[src/rtl/multi_digit_7seg.sv]
// Binary to multi-digit 7-segment converter: serial double-dabble conversion,
// leading-zero blanking, overflow dashes, and a free-running digit scanner.
module multi_digit_7seg #(
    parameter int DIGITS   = 4,
    parameter int WIDTH    = 14,
    parameter int SCAN_DIV = 50000
) (
    input  logic                  clock,
    input  logic                  reset_n,
    input  logic                  load,
    input  logic [WIDTH-1:0]      binary,
    input  logic                  blank_zeros,
    output logic                  busy,
    output logic                  done,
    output logic [7*DIGITS-1:0]   display,
    output logic [6:0]            scan_seg,
    output logic [DIGITS-1:0]     scan_an
);

    localparam int CNT_W = $clog2(WIDTH + 1);
    localparam int SCW   = (SCAN_DIV > 1) ? $clog2(SCAN_DIV) : 1;
    localparam int IDW   = (DIGITS > 1) ? $clog2(DIGITS) : 1;

    localparam logic [6:0] SEG_DASH  = 7'b0111111;
    localparam logic [6:0] SEG_BLANK = 7'b1111111;

    function automatic logic [31:0] max_value(input int n);
        logic [31:0] p;
        p = 32'd1;
        for (int i = 0; i < n; i++) p = p * 32'd10;
        return p - 32'd1;
    endfunction

    localparam logic [31:0] MAX_VAL = max_value(DIGITS);

    function automatic logic [6:0] seg_code(input logic [3:0] n);
        case (n)
            4'd0:    seg_code = 7'b1000000;
            4'd1:    seg_code = 7'b1111001;
            4'd2:    seg_code = 7'b0100100;
            4'd3:    seg_code = 7'b0110000;
            4'd4:    seg_code = 7'b0011001;
            4'd5:    seg_code = 7'b0010010;
            4'd6:    seg_code = 7'b0000010;
            4'd7:    seg_code = 7'b1111000;
            4'd8:    seg_code = 7'b0000000;
            4'd9:    seg_code = 7'b0010000;
            default: seg_code = SEG_BLANK;
        endcase
    endfunction

    typedef enum logic [1:0] {
        S_IDLE    = 2'd0,
        S_CONVERT = 2'd1,
        S_FINISH  = 2'd2
    } state_t;

    state_t               r_state;
    state_t               w_state_next;
    logic [WIDTH-1:0]     r_shift;
    logic [4*DIGITS-1:0]  r_bcd;
    logic [4*DIGITS-1:0]  w_bcd_adj;
    logic [CNT_W-1:0]     r_bit_cnt;
    logic                 r_blank;
    logic                 r_over;
    logic                 w_capture;
    logic                 w_step;
    logic                 w_finish;
    logic                 w_last;
    logic                 w_seen;
    logic [7*DIGITS-1:0]  w_display_new;
    logic [6:0]           w_dig_code   [DIGITS];
    logic [6:0]           w_disp_slice [DIGITS];
    logic [SCW-1:0]       r_scan_cnt;
    logic [IDW-1:0]       r_index;

    always_ff @(posedge clock or negedge reset_n) begin
        if (!reset_n) r_state <= S_IDLE;
        else          r_state <= w_state_next;
    end

    always_comb begin
        w_state_next = r_state;
        w_capture    = 1'b0;
        w_step       = 1'b0;
        w_finish     = 1'b0;
        w_last       = (r_bit_cnt == CNT_W'(WIDTH - 1));
        case (r_state)
            S_IDLE: begin
                if (load) begin
                    w_capture    = 1'b1;
                    w_state_next = S_CONVERT;
                end
            end
            S_CONVERT: begin
                w_step = 1'b1;
                if (w_last) w_state_next = S_FINISH;
            end
            S_FINISH: begin
                w_finish     = 1'b1;
                w_state_next = S_IDLE;
            end
            default: w_state_next = S_IDLE;
        endcase
    end

    genvar gi;
    generate
        for (gi = 0; gi < DIGITS; gi++) begin : g_digit
            assign w_bcd_adj[4*gi +: 4] = (r_bcd[4*gi +: 4] >= 4'd5) ?
                                          (r_bcd[4*gi +: 4] + 4'd3) : r_bcd[4*gi +: 4];
            assign w_dig_code[gi]   = seg_code(r_bcd[4*gi +: 4]);
            assign w_disp_slice[gi] = display[7*gi +: 7];
        end
    endgenerate

    // Walk from the top digit down; a digit is blanked only while no non-zero digit has been seen.
    always_comb begin
        w_display_new = '1;
        w_seen        = 1'b0;
        for (int k = DIGITS - 1; k >= 0; k--) begin
            if (r_bcd[4*k +: 4] != 4'd0) w_seen = 1'b1;
            if (r_over)
                w_display_new[7*k +: 7] = SEG_DASH;
            else if (r_blank && !w_seen && (k != 0))
                w_display_new[7*k +: 7] = SEG_BLANK;
            else
                w_display_new[7*k +: 7] = w_dig_code[k];
        end
    end

    always_ff @(posedge clock or negedge reset_n) begin
        if (!reset_n) begin
            r_shift   <= '0;
            r_bcd     <= '0;
            r_bit_cnt <= '0;
            r_blank   <= 1'b0;
            r_over    <= 1'b0;
            busy      <= 1'b0;
            done      <= 1'b0;
            display   <= '1;
        end else begin
            done <= w_finish;
            busy <= (w_state_next != S_IDLE);
            if (w_capture) begin
                r_shift   <= binary;
                r_bcd     <= '0;
                r_bit_cnt <= '0;
                r_blank   <= blank_zeros;
                r_over    <= (32'(binary) > MAX_VAL);
            end
            if (w_step) begin
                r_bcd     <= {w_bcd_adj[4*DIGITS-2:0], r_shift[WIDTH-1]};
                r_shift   <= {r_shift[WIDTH-2:0], 1'b0};
                r_bit_cnt <= r_bit_cnt + 1'b1;
            end
            if (w_finish) display <= w_display_new;
        end
    end

    // Scanner runs regardless of conversion activity.
    always_ff @(posedge clock or negedge reset_n) begin
        if (!reset_n) begin
            r_scan_cnt <= '0;
            r_index    <= '0;
            scan_an    <= ~DIGITS'(1);
            scan_seg   <= SEG_BLANK;
        end else begin
            if (r_scan_cnt == SCW'(SCAN_DIV - 1)) begin
                r_scan_cnt <= '0;
                r_index    <= (r_index == IDW'(DIGITS - 1)) ? '0 : r_index + 1'b1;
            end else begin
                r_scan_cnt <= r_scan_cnt + 1'b1;
            end
            scan_an  <= ~(DIGITS'(1) << r_index);
            scan_seg <= w_disp_slice[r_index];
        end
    end

endmodule
[config.mk]
export PLATFORM = sky130hd
export DESIGN_NAME = multi_digit_7seg
export DESIGN_NICKNAME = d
export VERILOG_FILES = /design/src/rtl/multi_digit_7seg.sv
export SDC_FILE = /design/constraint.sdc
export NUM_CORES = 1
export LEC_CHECK = 0
export CELL_PAD_IN_SITES_DETAIL_PLACEMENT = 0
export CELL_PAD_IN_SITES_GLOBAL_PLACEMENT = 1
export CORE_MARGIN = 4
export CORE_UTILIZATION = 44
export DETAILED_ROUTE_END_ITERATION = 6
export GPL_TIMING_DRIVEN = 0
export PLACE_DENSITY_LB_ADDON = 0.05
export SLEW_MARGIN = 20
export SYNTH_ARGS = -nofsm -noshare
export SYNTH_HDL_FRONTEND = slang
export SYNTH_SLANG_ARGS = --single-unit
[constraint.sdc]
create_clock -name clock -period 2.2 [get_ports clock]
set_input_delay 0.66 -clock clock [delete_from_list [all_inputs] [get_ports clock]]
set_output_delay 0.66 -clock clock [all_outputs]
set_load 0.02 [all_outputs]
==> summary.txt <==
Worst setup path
  – WS Path Type: register to output pin
  – CP required: 1.54 ns
  – Endpoint type of the worst setup path: output pin
  – Crit-path max FO: 3
  – FF-to-FF Start: r_bcd[4]
  – Crit start category: register
  – Setup slack, reg-to-reg: 0.28 ns
  – Worst path max stage delay: 0.61 ns
  – R2R depth: 6
  – CP cell instances: clkdlybuf4s50_1
  – Family with the most delay on the worst path: buffers and inverters
  – Worst Path Buf+Inv: 1
  – Crit-path slowest cell: clkdlybuf4s50_1
  – WP data arrival: 1.51 ns
  – Reg2reg end: display[10]

Hold path
  – HP Class: input pin to async pin

Pwr
  – Sequential Power Share: 0.352
  – Total Power: 0.00826 W
  – Psw: 0.00314 W
  – VDD IR max: 0.612 mV
  – Cell leakage power: 2.74 nW
  – Clock network power share: 0.212
  – Cell Pwr Density: 1340 nW/um^2
  – Switching part of the total: 0.380
  – Combinational power share: 0.436
  – Pint: 0.00512 W

Drt
  – Router iterations before antenna repair: 5
  – Vias/cell: 5.49
  – Final wirelength: 11.8 mm
  – Wirelength per Cell: 16.9 um
  – Starting DRT DRC Count: 174
  – # DRC: 0
  – Vias: 3827
  – Antenna Violating Nets Remaining: 0

Timing
  – Final Hold Vio Count: 0
  – Clk_skew: 0.00868 ns
  – Rel. slew slack: 0.595
  – Slew Limit Fails: 0
  – Total negative slack: 0 ns
  – Setup-failing EPs final: 0
  – Fmax: 461 MHz
  – Final Critical Period: 2.17 ns
  – Min Hold Slack: 0.236 ns
  – RSZ-0062 raised after global routing: no
  – Pin slew with the least headroom to its limit: 0.608 ns
  – Part of the cycle the worst path needs: 0.986

Synthesis
  – Fraction of registers with async set/reset: 1.00
  – Top FF cell, synth: dfrtp_1
  – Mapped Cells: 482
  – Distinct cells, synth: 54
  – Synth area leaders: dfrtp_1, dfstp_2, ha_1
  – Area of the mapped netlist: 5010 um^2
  – Register bit count reported by yosys: 97
  – Syn_area_per_cell: 10.4 um^2
  – Number of enable flip-flop cells after synthesis: 0
  – Area fraction of the dominant cell type after synthesis: 0.295
  – Warnings, synthesis: 0
  – Yosys top cell by area: dfrtp_1
  – Post-Syn Nets: 531
  – Register area share after synthesis: 0.494

Finish
  – Layout cells sized above 1: 0.145
  – Area Growth Syn to Fin: 22.9%
  – Core Util, Final: 0.561
  – Nets: 601
  – Area of the multi-input gates: 2320 um^2
  – Post-Layout Cell Count: 697
  – Fillers: 1027
  – Seq. cell area: 2470 um^2
  – Ant. Diodes: 0

Global route
  – Total gr overflow: 0
  – Initial antenna violation count: 0
  – Vias in the first global route: 3766
  – First-pass GRT wire length: 19.7 mm
  – Largest net degree at the start of global routing: 58
  – GRT Overall Usage: 0.191

Clocking
  – Clock slew at reported path FFs: 0.07 ns
  – CTS HTree Levels: 3
  – Post-CTS Hold Buffers: 0
  – Worst-skew pair later-pin latency: 0.35 ns
  – CTS Buf Count: 9
  – Clk sink count: 97
  – CTS tree: yes
  – Root Driver: clkbuf_16
  – CTS Buffer Depth: 2

Placed design
  – Cells after DPL: 681
  – Hpwl dp: 8.76 mm
  – I/O Buffers: 58
  – RD Place Congestion: 0.835

Run
  – Max capacitance violation total: 0

Floorplan
  – Die ar.: 13200 um^2
  – Die Y: 115 um
  – FP Rows: 38
  – IO Pins: 59
  – Starting Density: 0.456
  – Core area: 11000 um^2
  – Die W: 115 um

Run status
  – Outcome: finished, final reports clean
## routing by layer
| metal | up-vias | global-route usage | share of wire |
|---|---|---|---|
| met5 | - | 0 | 0 |
| met4 | 0 | 0.0673 | 0.018 |
| met3 | 14 | 0.0317 | 0.045 |
| met2 | 99 | 0.301 | 0.46 |
| met1 | 1857 | 0.269 | 0.48 |
| li1 | 1857 | - | - |
## sequential cells by signal, summed over array words and instances, names as in the netlist
signal and cells:
r_state 2, scan_seg 7, done 1, display 28
busy 1, r_shift 14, r_blank 1, scan_an 4
r_index 2, r_bcd 16, r_bit_cnt 4, r_over 1
r_scan_cnt 16
## power by group through the flow
stage | registers [W] | logic [W] | clock network [W]
2_1_floorplan | 0.00308 | 0.00226 | 0
3_3_place_gp | 0.00293 | 0.00358 | 0
3_5_place_dp | 0.00294 | 0.00364 | 0
4_1_cts | 0.00291 | 0.00364 | 0.00180
5_1_grt | 0.00297 | 0.00404 | 0.00188
6_report | 0.00290 | 0.00360 | 0.00175
## how the worst max path moves through the flow
stage / slack [ns] / start / cells after the start / end
2_1_floorplan: 0.57 / r_bcd[12] / 6 / display[20]
3_3_place_gp: -3.13 / reset_n / 1 / r_scan_cnt[8]
3_5_place_dp: -0.03 / load / 5 / r_shift[9]
4_1_cts: 0.0006 / display[24] / 1 / display[24]
5_1_grt: 0.0004 / display[22] / 1 / display[22]
6_report: 0.03 / display[22] / 1 / display[22]
## cells in the final DEF (no fill, tap or decap), types with 12 or more instances in the layout
| cell | count |
|---|---|
| nand2_1 | 37 |
| clkdlybuf4s50_1 | 41 |
| inv_1 | 27 |
| o22a_1 | 14 |
| a22oi_1 | 14 |
| clkbuf_1 | 18 |
| xnor2_1 | 12 |
| dfrtp_1 | 59 |
| a21oi_1 | 23 |
| ha_1 | 31 |
| dfstp_2 | 38 |
| nor2_1 | 41 |
| nand3_1 | 12 |
| o21ai_0 | 37 |
## logic make-up (layout without fill, tap and decap cells)
group | count (synthesis) | count (layout) | share of synthesized area
compound gates | 127 | 127 | 0.164
xor+xnor | 18 | 18 | 0.0315
fa+ha+maj | 31 | 31 | 0.0774
buf+inv | 55 | 130 | 0.0439
flops | 97 | 97 | 0.494
mux | 15 | 15 | 0.0482
simple gates | 139 | 139 | 0.141
## metrics by stage
step	cell area (um^2)	worst slack, ns
after floorplan	5010	0.573
after global placement	5770	-3.13
after detailed placement	5800	-0.0314
after CTS	6130	0.000588
after global routing	6160	0.000385
final	6160	0.0318
## timing repair
action | 4_1_cts | 5_1_grt
gates resized for setup | 5 | 11
buffers inserted | 0 | 0
setup endpoints to repair | 5 | 11
pin swaps | 0 | 0
## cell usage after synthesis, drive strengths merged, types with 2 or more instances
library cell and n:
dfrtp 59, nor2 41, dfstp 38, nand2 38
o21ai 38, ha 31, inv 27, a21oi 23
clkbuf 19, a22oi 14, o22a 14, nand3 12
xnor2 12, nand2b 10, o22ai 10, nor3 8
buf 7, mux4 7, nand4 6, nor3b 6
xor2 6, a31oi 5, mux2i 5, nor4 5
a211oi 4, nor2b 4, and3 3, mux2 3
o31ai 3, o32a 3, a2111oi 2, a22o 2
clkinv 2, o211ai 2, o41ai 2, or4b 2
## final cells by class
cell class | instances | share of cell area
Buffer | 26 | 0.0181
Timing Repair Buffer | 59 | 0.102
Clock inverter | 4 | 0.0120
Inverter | 29 | 0.0177
Clock buffer | 12 | 0.0433
Sequential cell | 97 | 0.402
Tap cell | 140 | 0.0284
Multi-Input combinational cell | 330 | 0.376
Power figures use the tool's default switching activity.
